===== config.mk =====
export PLATFORM = sky130hd
export DESIGN_NAME = button_vote_decoder
export DESIGN_NICKNAME = d
export VERILOG_FILES = /design/src/rtl/button_vote_decoder.sv
export SDC_FILE = /design/constraint.sdc
export NUM_CORES = 1
export LEC_CHECK = 0
export ABC_AREA = 1
export CAP_MARGIN = 10
export CORE_MARGIN = 5
export CORE_UTILIZATION = 60
export CTS_BUF_LIST = sky130_fd_sc_hd__clkbuf_8
export DETAILED_ROUTE_END_ITERATION = 10
export DONT_BUFFER_PORTS = 1
export GPL_TIMING_DRIVEN = 1
export PLACE_DENSITY_LB_ADDON = 0.12
export SLEW_MARGIN = 20
export SYNTH_ARGS = -nofsm -noshare
export SYNTH_HDL_FRONTEND = slang
export SYNTH_SLANG_ARGS = --single-unit

===== constraint.sdc =====
create_clock -name clk -period 2.2 [get_ports clk]
set_clock_uncertainty 0.05 [all_clocks]
set_input_delay 0.33 -clock clk [delete_from_list [all_inputs] [get_ports clk]]
set_output_delay 0.33 -clock clk [all_outputs]
set_load 0.1 [all_outputs]

===== src/rtl/button_vote_decoder.sv =====
// Per-player Boyer-Moore majority vote over redundant button bytes carried in a
// UDP payload word stream; commits at packet end, clears everything on a packet drought.
module button_vote_decoder #(
    parameter int NUM_PLAYERS    = 2,
    parameter int BTN_W          = 8,
    parameter int CNT_W          = 8,
    parameter int MIN_VOTES      = 2,
    parameter int TIMEOUT_CYCLES = 5000000
) (
    input  logic                         clk,
    input  logic                         rst,
    input  logic                         axiiv,
    input  logic [2*BTN_W-1:0]           axiid,
    output logic [NUM_PLAYERS*BTN_W-1:0] buttons,
    output logic                         buttons_valid,
    output logic [NUM_PLAYERS-1:0]       player_updated,
    output logic                         stale,
    output logic [15:0]                  packet_count,
    output logic [15:0]                  reject_count
);

    localparam int IDX_W = (NUM_PLAYERS > 1) ? $clog2(NUM_PLAYERS) : 1;
    localparam int WD_W  = $clog2(TIMEOUT_CYCLES + 1);

    localparam logic [IDX_W-1:0] LAST_IDX = IDX_W'(NUM_PLAYERS - 1);
    localparam logic [WD_W-1:0]  WD_LIMIT = WD_W'(TIMEOUT_CYCLES);
    localparam logic [CNT_W-1:0] CNT_MAX  = '1;
    localparam logic [CNT_W-1:0] CNT_MIN  = CNT_W'(MIN_VOTES);

    logic                         r_prev_axiiv;
    logic [IDX_W-1:0]             r_idx;
    logic [BTN_W-1:0]             r_cand [NUM_PLAYERS];
    logic [CNT_W-1:0]             r_cnt  [NUM_PLAYERS];
    logic [WD_W-1:0]              r_wd;
    logic [NUM_PLAYERS*BTN_W-1:0] r_buttons;
    logic                         r_buttons_valid;
    logic [NUM_PLAYERS-1:0]       r_player_updated;
    logic                         r_stale;
    logic [15:0]                  r_packet_count;
    logic [15:0]                  r_reject_count;

    logic                         w_start;
    logic                         w_end;
    logic                         w_dup_ok;
    logic [BTN_W-1:0]             w_byte;
    logic                         w_expire;
    logic [NUM_PLAYERS-1:0]       w_commit;
    logic [BTN_W-1:0]             w_cand_nxt [NUM_PLAYERS];
    logic [CNT_W-1:0]             w_cnt_nxt  [NUM_PLAYERS];

    assign w_start  = axiiv & ~r_prev_axiiv;
    assign w_end    = ~axiiv & r_prev_axiiv;
    assign w_byte   = axiid[BTN_W-1:0];
    assign w_dup_ok = (axiid[2*BTN_W-1:BTN_W] == axiid[BTN_W-1:0]);
    // Packet end wins over a coincident expiry.
    assign w_expire = ~w_end && (r_wd == WD_LIMIT - 1'b1);

    // Vote state is zeroed on packet start so the first word votes against a clean slate.
    always_comb begin
        for (int p = 0; p < NUM_PLAYERS; p++) begin
            // NOTE: defaults first on every path keep this block purely combinational (no latches).
            w_cand_nxt[p] = w_start ? '0 : r_cand[p];
            w_cnt_nxt[p]  = w_start ? '0 : r_cnt[p];
            w_commit[p]   = (r_cnt[p] >= CNT_MIN);
            if (axiiv && w_dup_ok && (r_idx == IDX_W'(p))) begin
                if (w_cnt_nxt[p] == '0) begin
                    w_cand_nxt[p] = w_byte;
                    w_cnt_nxt[p]  = CNT_W'(1);
                end else if (w_byte == w_cand_nxt[p]) begin
                    if (w_cnt_nxt[p] != CNT_MAX) begin
                        w_cnt_nxt[p] = w_cnt_nxt[p] + 1'b1;
                    end
                end else begin
                    w_cnt_nxt[p] = w_cnt_nxt[p] - 1'b1;
                end
            end
        end
    end

    // NOTE: state updates use non-blocking assignments so every register samples pre-edge values.
    always_ff @(posedge clk) begin
        if (rst) begin
            r_prev_axiiv     <= 1'b0;
            r_idx            <= '0;
            r_wd             <= '0;
            r_buttons        <= '0;
            r_buttons_valid  <= 1'b0;
            r_player_updated <= '0;
            r_stale          <= 1'b0;
            r_packet_count   <= '0;
            r_reject_count   <= '0;
            // NOTE: the vote arrays are tiny, so they are reset too rather than left to packet start.
            for (int p = 0; p < NUM_PLAYERS; p++) begin
                r_cand[p] <= '0;
                r_cnt[p]  <= '0;
            end
        end else begin
            r_prev_axiiv <= axiiv;
            for (int p = 0; p < NUM_PLAYERS; p++) begin
                r_cand[p] <= w_cand_nxt[p];
                r_cnt[p]  <= w_cnt_nxt[p];
            end

            if (axiiv) begin
                r_idx <= (r_idx == LAST_IDX) ? '0 : r_idx + 1'b1;
            end else begin
                r_idx <= '0;
            end

            if (axiiv && !w_dup_ok) begin
                r_reject_count <= r_reject_count + 1'b1;
            end

            r_buttons_valid  <= w_end;
            r_player_updated <= w_end ? w_commit : '0;

            if (w_end) begin
                r_wd           <= '0;
                r_packet_count <= r_packet_count + 1'b1;
                for (int p = 0; p < NUM_PLAYERS; p++) begin
                    if (w_commit[p]) begin
                        r_buttons[p*BTN_W +: BTN_W] <= r_cand[p];
                    end
                end
                if (|w_commit) begin
                    r_stale <= 1'b0;
                end
            end else begin
                if (r_wd != WD_LIMIT) begin
                    r_wd <= r_wd + 1'b1;
                end
                if (w_expire) begin
                    r_buttons <= '0;
                    r_stale   <= 1'b1;
                end
            end
        end
    end

    assign buttons        = r_buttons;
    assign buttons_valid  = r_buttons_valid;
    assign player_updated = r_player_updated;
    assign stale          = r_stale;
    assign packet_count   = r_packet_count;
    assign reject_count   = r_reject_count;

endmodule

# After elaboration in Yosys (flattened, before gate mapping)
# Memory sizes are Yosys's and may differ from the RTL's.
# Cells that the tools add are included.
[totals]
regBits = 77
ram_bits = 32
inputBits = 19
out_inout_bits = 52
elab_cells = 88
mem_count = 2
[mem_list]
columns = ["memory", "depth", "word_bits", "rd", "rd_ports_with_merged_regs", "write_ports", "line", "source"]
rows = [
  ["r_cand", 2, 8, 2, 0, 2, "32", "logic [BTN_W-1:0] r_cand [NUM_PLAYERS];"],
  ["r_cnt", 2, 8, 2, 0, 2, "33", "logic [CNT_W-1:0] r_cnt [NUM_PLAYERS];"],
]
[classes]
add_sub_neg = 8
magnitude_cmp = 2
n_eq_ne = 10
n_mux = 30
bitwise = 10
n_reduce_logical = 16
[ops]
columns = ["cell", "n"]
rows = [
  ["two-way mux 8 bit", 22],
  ["adder 16 x 1 -> 16 bit (second input constant)", 2],
  ["two-way mux 16 bit", 2],
  ["== test 8 bit", 3],
  ["adder 23 x 1 -> 23 bit (second input constant)", 1],
  ["== test 23 bit (second input constant)", 1],
  ["!= test 23 bit (second input constant)", 1],
  ["adder 8 x 1 -> 8 bit (second input constant)", 2],
  [">= comparator 8 x 2 -> 1 bit (second input constant)", 2],
  ["zero test 8 bit", 2],
  ["!= test 8 bit (second input constant)", 2],
  ["subtractor 8 x 1 -> 8 bit (second input constant)", 2],
  ["two-way mux 1 bit", 6],
  ["!= test 2 x 1 -> 1 bit (second input constant)", 3],
  ["AND reduction 2 bit", 3],
  ["OR reduction 2 bit", 3],
  ["logical AND 1 bit", 5],
  ["inverter 1 bit", 4],
  ["bitwise OR 1 bit", 4],
  ["OR reduction 3 bit", 1],
  ["bitwise AND 1 bit", 2],
  ["nonzero test 2 bit", 1],
  ["adder 1 bit (second input constant)", 1],
  ["zero test 1 bit", 1],
]

# Longest topological paths before layout
[depth]
depth_word = 9
mapped_depth = 18
ltp_nobuf = 16

# Worst setup path after synthesis
# Ideal clock, no wire load.
[synth_timing]
kind = "register to register"
from = "register r_packet_count[0] (netlist: packet_count[0])"
to = "register r_packet_count[14] (netlist: packet_count[14])"
setup_ps = 117
arrival_time_ps = 2310
required_ps = 2033
slack_ps = -277
stages_incl_launch_ff = 11
n_path_buf = 0
period_less_slack_ps = 2477
path_cell_list = "dfxtp_1 > ha_1 > nand3_2 > nor2_1 > nand2_1 > nor3_2 > nand3_1 > nor2_1 > nand2_1 > nand2_1 > nor2_1"
[synth_via]
elab_chain_len = 1
[synth_rtl]
columns = ["item", "line", "source"]
rows = [
  ["start: declaration", "39", "logic [15:0] r_packet_count;"],
  ["start signal: assignment", "119", "r_packet_count <= r_packet_count + 1'b1;"],
  ["adder 16 x 1 -> 16 bit", "119", ""],
]
# Every way passes these cells.
# A chain may end at the register's enable or synchronous reset.

==> impl.org <==
** Timing
- Worst-Margin Slew :: 0.555 ns
- Once routing completed, OpenROAD measured the worst setup slack at ~0.19 ns.
- Setup total negative slack on the finished layout was measured at 0 ns.
- Fin. max-slew vios :: 0
- Portion of the clock cycle consumed by the worst path in the final layout :: 0.914
- The smallest clock period supported by the final layout is computed as between 2 and 2.5 ns.
- Relative slew margins :: 0.628
- Setup violations remaining at the end of the flow were counted as 0.
- Peak clock frequency supported by timing :: 0.498 GHz
- The final count of hold timing violations came to 0.

** Yosys
- In the synthesized netlist the async set-or-reset flop fraction comes to 0.
- Synthesized net count :: between 900 and 1,000
- Yosys reg bits :: ~110
- Fraction of post-synthesis cell area in the top cell type by area :: 0.345
- The share of the Yosys chip area taken by registers is 0.345.
- Warnings, synthesis :: 0
- Post-synthesis instance total :: 960
- Post-synth EDFFs :: 0
- sky130_fd_sc_hd__nand2_1 is the most common cell in the netlist.
- Netlist area before placement :: 0.00632 mm²
- Summed over all instances, the cell type with the most area after synthesis is sky130_fd_sc_hd__dfxtp_1.
- Among all flip-flop cells after synthesis, the most frequent one is sky130_fd_sc_hd__dfxtp_1.
- Synth area leaders :: sky130_fd_sc_hd__dfxtp_1 (35%), sky130_fd_sc_hd__nand2_1 (16%), sky130_fd_sc_hd__nand3_1 (7.4%)
- Synth cell count leaders :: sky130_fd_sc_hd__nand2_1 (273), sky130_fd_sc_hd__inv_1 (113), sky130_fd_sc_hd__dfxtp_1 (109)
- Each instance of the synthesized netlist takes up on average ~6.6 µm².
- Synth cell types :: 41

** Global routing
- Layer carrying the most global-route usage :: met2
- Entering global routing, the biggest net connects 42 pins.
- In the global route stage, met3 resource usage came out at 0.0372.
- Global routing finished with a remaining overflow of 0.
- The number of antenna violations at the first check in global routing came to 0.
- For this run, the total global-route usage over all layers was measured as 0.248.
- First-pass GRT wire length :: between 20,000 and 30,000 µm
- For this run, global-route usage on met2 was measured as 0.421.
- The via count of the first global-routing pass came to 5,664.
- For this run, global-route usage on met1 was measured as 0.317.

** Floorplanning
- From left edge to right edge, the die measures around 110 µm.
- The die covers ~0.013 mm².
- Cell Rows :: 37
- Initial core utilization :: 0.615
- In this run the vertical extent of the chip is roughly 110 µm.
- In this run the standard cell core region covers about 0.010 mm².
- Pin placement for this block handled 71 I/O pins.

** Cells and area
- Fraction of layout cells with a size suffix above 1 :: 0.141
- Leaving out filler cells and counting taps, the final layout contains 1,151.
- At the end of the flow, the number of nets in the layout was between 1,000 and 1,500.
- Antenna diodes :: 0
- Fillers :: roughly 970
- After routing the design area is 0.00706 mm².
- The area growth from synthesis to layout is 11.8%.

** Power
- For this design the static power due to leakage is 0.00308 µW.
- IR analysis of the VDD net gives a maximum drop of about 0.00039 V.
- Of the total power, the share spent switching nets is 0.265.
- The share of total power dissipated in sequential elements is 0.543.
- Clock network fraction of design power :: 0.358
- Of the total power, combinational logic draws 0.099.
- Cell internal power dissipation :: 2740 µW
- P per Cell Area :: 527 mW/mm²
- In this run the power spent charging and discharging nets is 985 µW.

** Route
- Via count :: 6,227
- After detailed routing, the total wire length is 15,700 µm.
- Average vias per placed instance :: 5.41
- For this block, the initial DRC count from the detailed router was ~470.
- Count of antenna-violating nets left after detailed routing :: 0
- Routed length per instance :: between 10 and 15 µm
- Detailed Routing Iterations Pass 1 :: 5
- Final routed DRC violation total :: 0

** Clocking
- The H-tree was split into 3 levels.
- Number of buffers on the longest clock path :: 2
- Clock Latency Late Sink :: about 0.36 ns
- Clock tree synthesis found a total of approximately 110 sinks.
- Root Driver :: sky130_fd_sc_hd__clkbuf_8
- TritonCTS built the clock tree.
- Clock-pin slew was measured on the worst setup and hold paths at 0.09 ns.
- Clock tree synthesis inserted a total of 9 buffers.

** Worst hold path
- Path class of the lowest-slack min-delay path :: in2reg
- Along the worst hold path, the cell count comes to 2.
- WHS Endpoint :: r_prev_axiiv
- Worst hold start :: axiiv

** Place
- Summed over all nets, the half-perimeter wirelength after detailed placement is about 12,000 µm.
- At the end of routability-driven placement, the weighted congestion stood at about 0.97.
- Total placed instance area :: 0.00680 mm²
- Number of input and output port buffers inserted :: 0
- OpenSTA, run right after detailed placement, puts the worst setup slack at ~0.16 ns.
- Including well taps, the total number of placed cells is about 1,100.

** Critical path
- Critical Path End Type :: flip-flop
- Worst EP required :: ~2.4 ns
- The worst setup path is of the reg2reg kind.
- Highest net fanout along the worst path :: 21
- Across all register-to-register paths, the minimum setup slack is between 0.15 and 0.2 ns.
- Startpoint types :: flip-flop
- Worst Reg2Reg Path Length in Cells :: 11
- Critical path data arrival time :: around 2.2 ns
- In this run the critical register-to-register path is captured at r_cand[0][0].
- In this run the critical register-to-register path is launched from r_prev_axiiv.

** Job
- The tool flagged a number of max-cap violations equal to 0.

** Run status
- The run finished with clean final reports.
==> sequential cells by signal, summed over array words and instances, names as in the netlist <==
signal          flops
buttons            16
r_prev_axiiv        1
r_cnt              16
reject_count       16
r_cand             16
packet_count       16
player_updated      2
r_idx               1
r_wd               23
stale               1
buttons_valid       1
==> power groups by stage <==
| stage | Sequential (µW) | Combinational, µW | Clock, µW |
|---|---|---|---|
| after CTS | 2020 | 367 | 1350 |
| after floorplan | 2180 | 198 | 0 |
| final | 2020 | 369 | 1330 |
| after global placement | 2060 | 351 | 0 |
| after detailed placement | 2070 | 354 | 0 |
| after global routing | 2030 | 402 | 1450 |
==> final cells by class <==
class / instances / area [µm²] / area share
clock inverter: 6 / 87.6 / 0.0124
timing repair buffer: 64 / 497 / 0.0703
inverter: 119 / 447 / 0.0632
tap: 136 / 170 / 0.0241
multi-input combinational: 708 / 3550 / 0.503
sequential: 109 / 2190 / 0.310
clock buffer: 9 / 124 / 0.0175
==> worst max-delay path by stage <==
stage              endpoint  slack, ns          from
2_1_floorplan   r_cnt[0][5]      0.003         axiiv
4_1_cts         r_cnt[0][8]       0.14  r_prev_axiiv
5_1_grt         r_cnt[0][5]      -0.01   r_cnt[0][1]
3_3_place_gp    r_cnt[0][1]       0.20  r_prev_axiiv
3_5_place_dp    r_cnt[0][1]       0.16  r_prev_axiiv
6_report       r_cand[0][0]       0.19  r_prev_axiiv
==> per-layer routing <==
metal / wire length (µm) / part of all wire
met1: 6770 / 0.43
met4: 493 / 0.031
met2: 7460 / 0.48
met3: 952 / 0.061
met5: 0 / 0
==> cell usage in the layout (no fill, tap or decap), types with 5 or more instances in the layout <==
master,instances
sky130_fd_sc_hd__nand2_1,272
sky130_fd_sc_hd__inv_1,115
sky130_fd_sc_hd__dfxtp_1,104
sky130_fd_sc_hd__nand3_1,94
sky130_fd_sc_hd__a21oi_1,76
sky130_fd_sc_hd__nor2_1,67
sky130_fd_sc_hd__buf_4,62
sky130_fd_sc_hd__o21ai_0,41
sky130_fd_sc_hd__nand4_1,30
sky130_fd_sc_hd__nor3_1,20
sky130_fd_sc_hd__xor2_1,19
sky130_fd_sc_hd__nand2_2,16
sky130_fd_sc_hd__nor2_2,13
sky130_fd_sc_hd__nor2_4,9
sky130_fd_sc_hd__clkbuf_8,9
sky130_fd_sc_hd__xnor2_1,8
sky130_fd_sc_hd__ha_1,7
sky130_fd_sc_hd__inv_2,6
sky130_fd_sc_hd__nor4_1,6
sky130_fd_sc_hd__dfxtp_2,5
==> timing repair <==
item | CTS | global route
hold endpoints to repair | 24 | 0
hold buffers | 1 | 0
setup endpoints to repair | 0 | 26
gates resized for setup | 0 | 7
setup buffers | 0 | 1
==> kinds of logic (layout without fill, tap and decap cells) <==
logic type,Yosys count,after routing,synth area share
xor gates and xnor gates,27,27,0.0374
and+or+nand+nor,546,546,0.401
adders and majority gates,8,8,0.0158
AOI/OAI and AO/OA,127,127,0.105
buffers and inverters,143,198,0.0956
DFF,109,109,0.345
==> metrics by stage <==
step | hold slack, ns | util | power [µW]
final | 0.0464 | 0.687 | 3720
after global placement | 0.356 | 0.662 | 2420
after floorplan | 0.395 | - | 2370
after global routing | 0.0383 | 0.687 | 3880
after detailed placement | 0.358 | 0.662 | 2420
after CTS | 0.0398 | 0.684 | 3740
==> worst max-delay path, cell delays in order, from the launching register on <==
cell and delay (ns):
sky130_fd_sc_hd__dfxtp_2 0.34, sky130_fd_sc_hd__inv_2 0.11, sky130_fd_sc_hd__nand2_8 0.08, sky130_fd_sc_hd__buf_4 0.22
sky130_fd_sc_hd__o21ai_1 0.18, sky130_fd_sc_hd__nand2_2 0.11, sky130_fd_sc_hd__nor2_2 0.15, sky130_fd_sc_hd__nand3_2 0.11
sky130_fd_sc_hd__nor2_4 0.16, sky130_fd_sc_hd__nand2_4 0.13, sky130_fd_sc_hd__o21ai_0 0.20, sky130_fd_sc_hd__a21oi_1 0.05
Note: power is estimated with default switching activity, not from simulation.
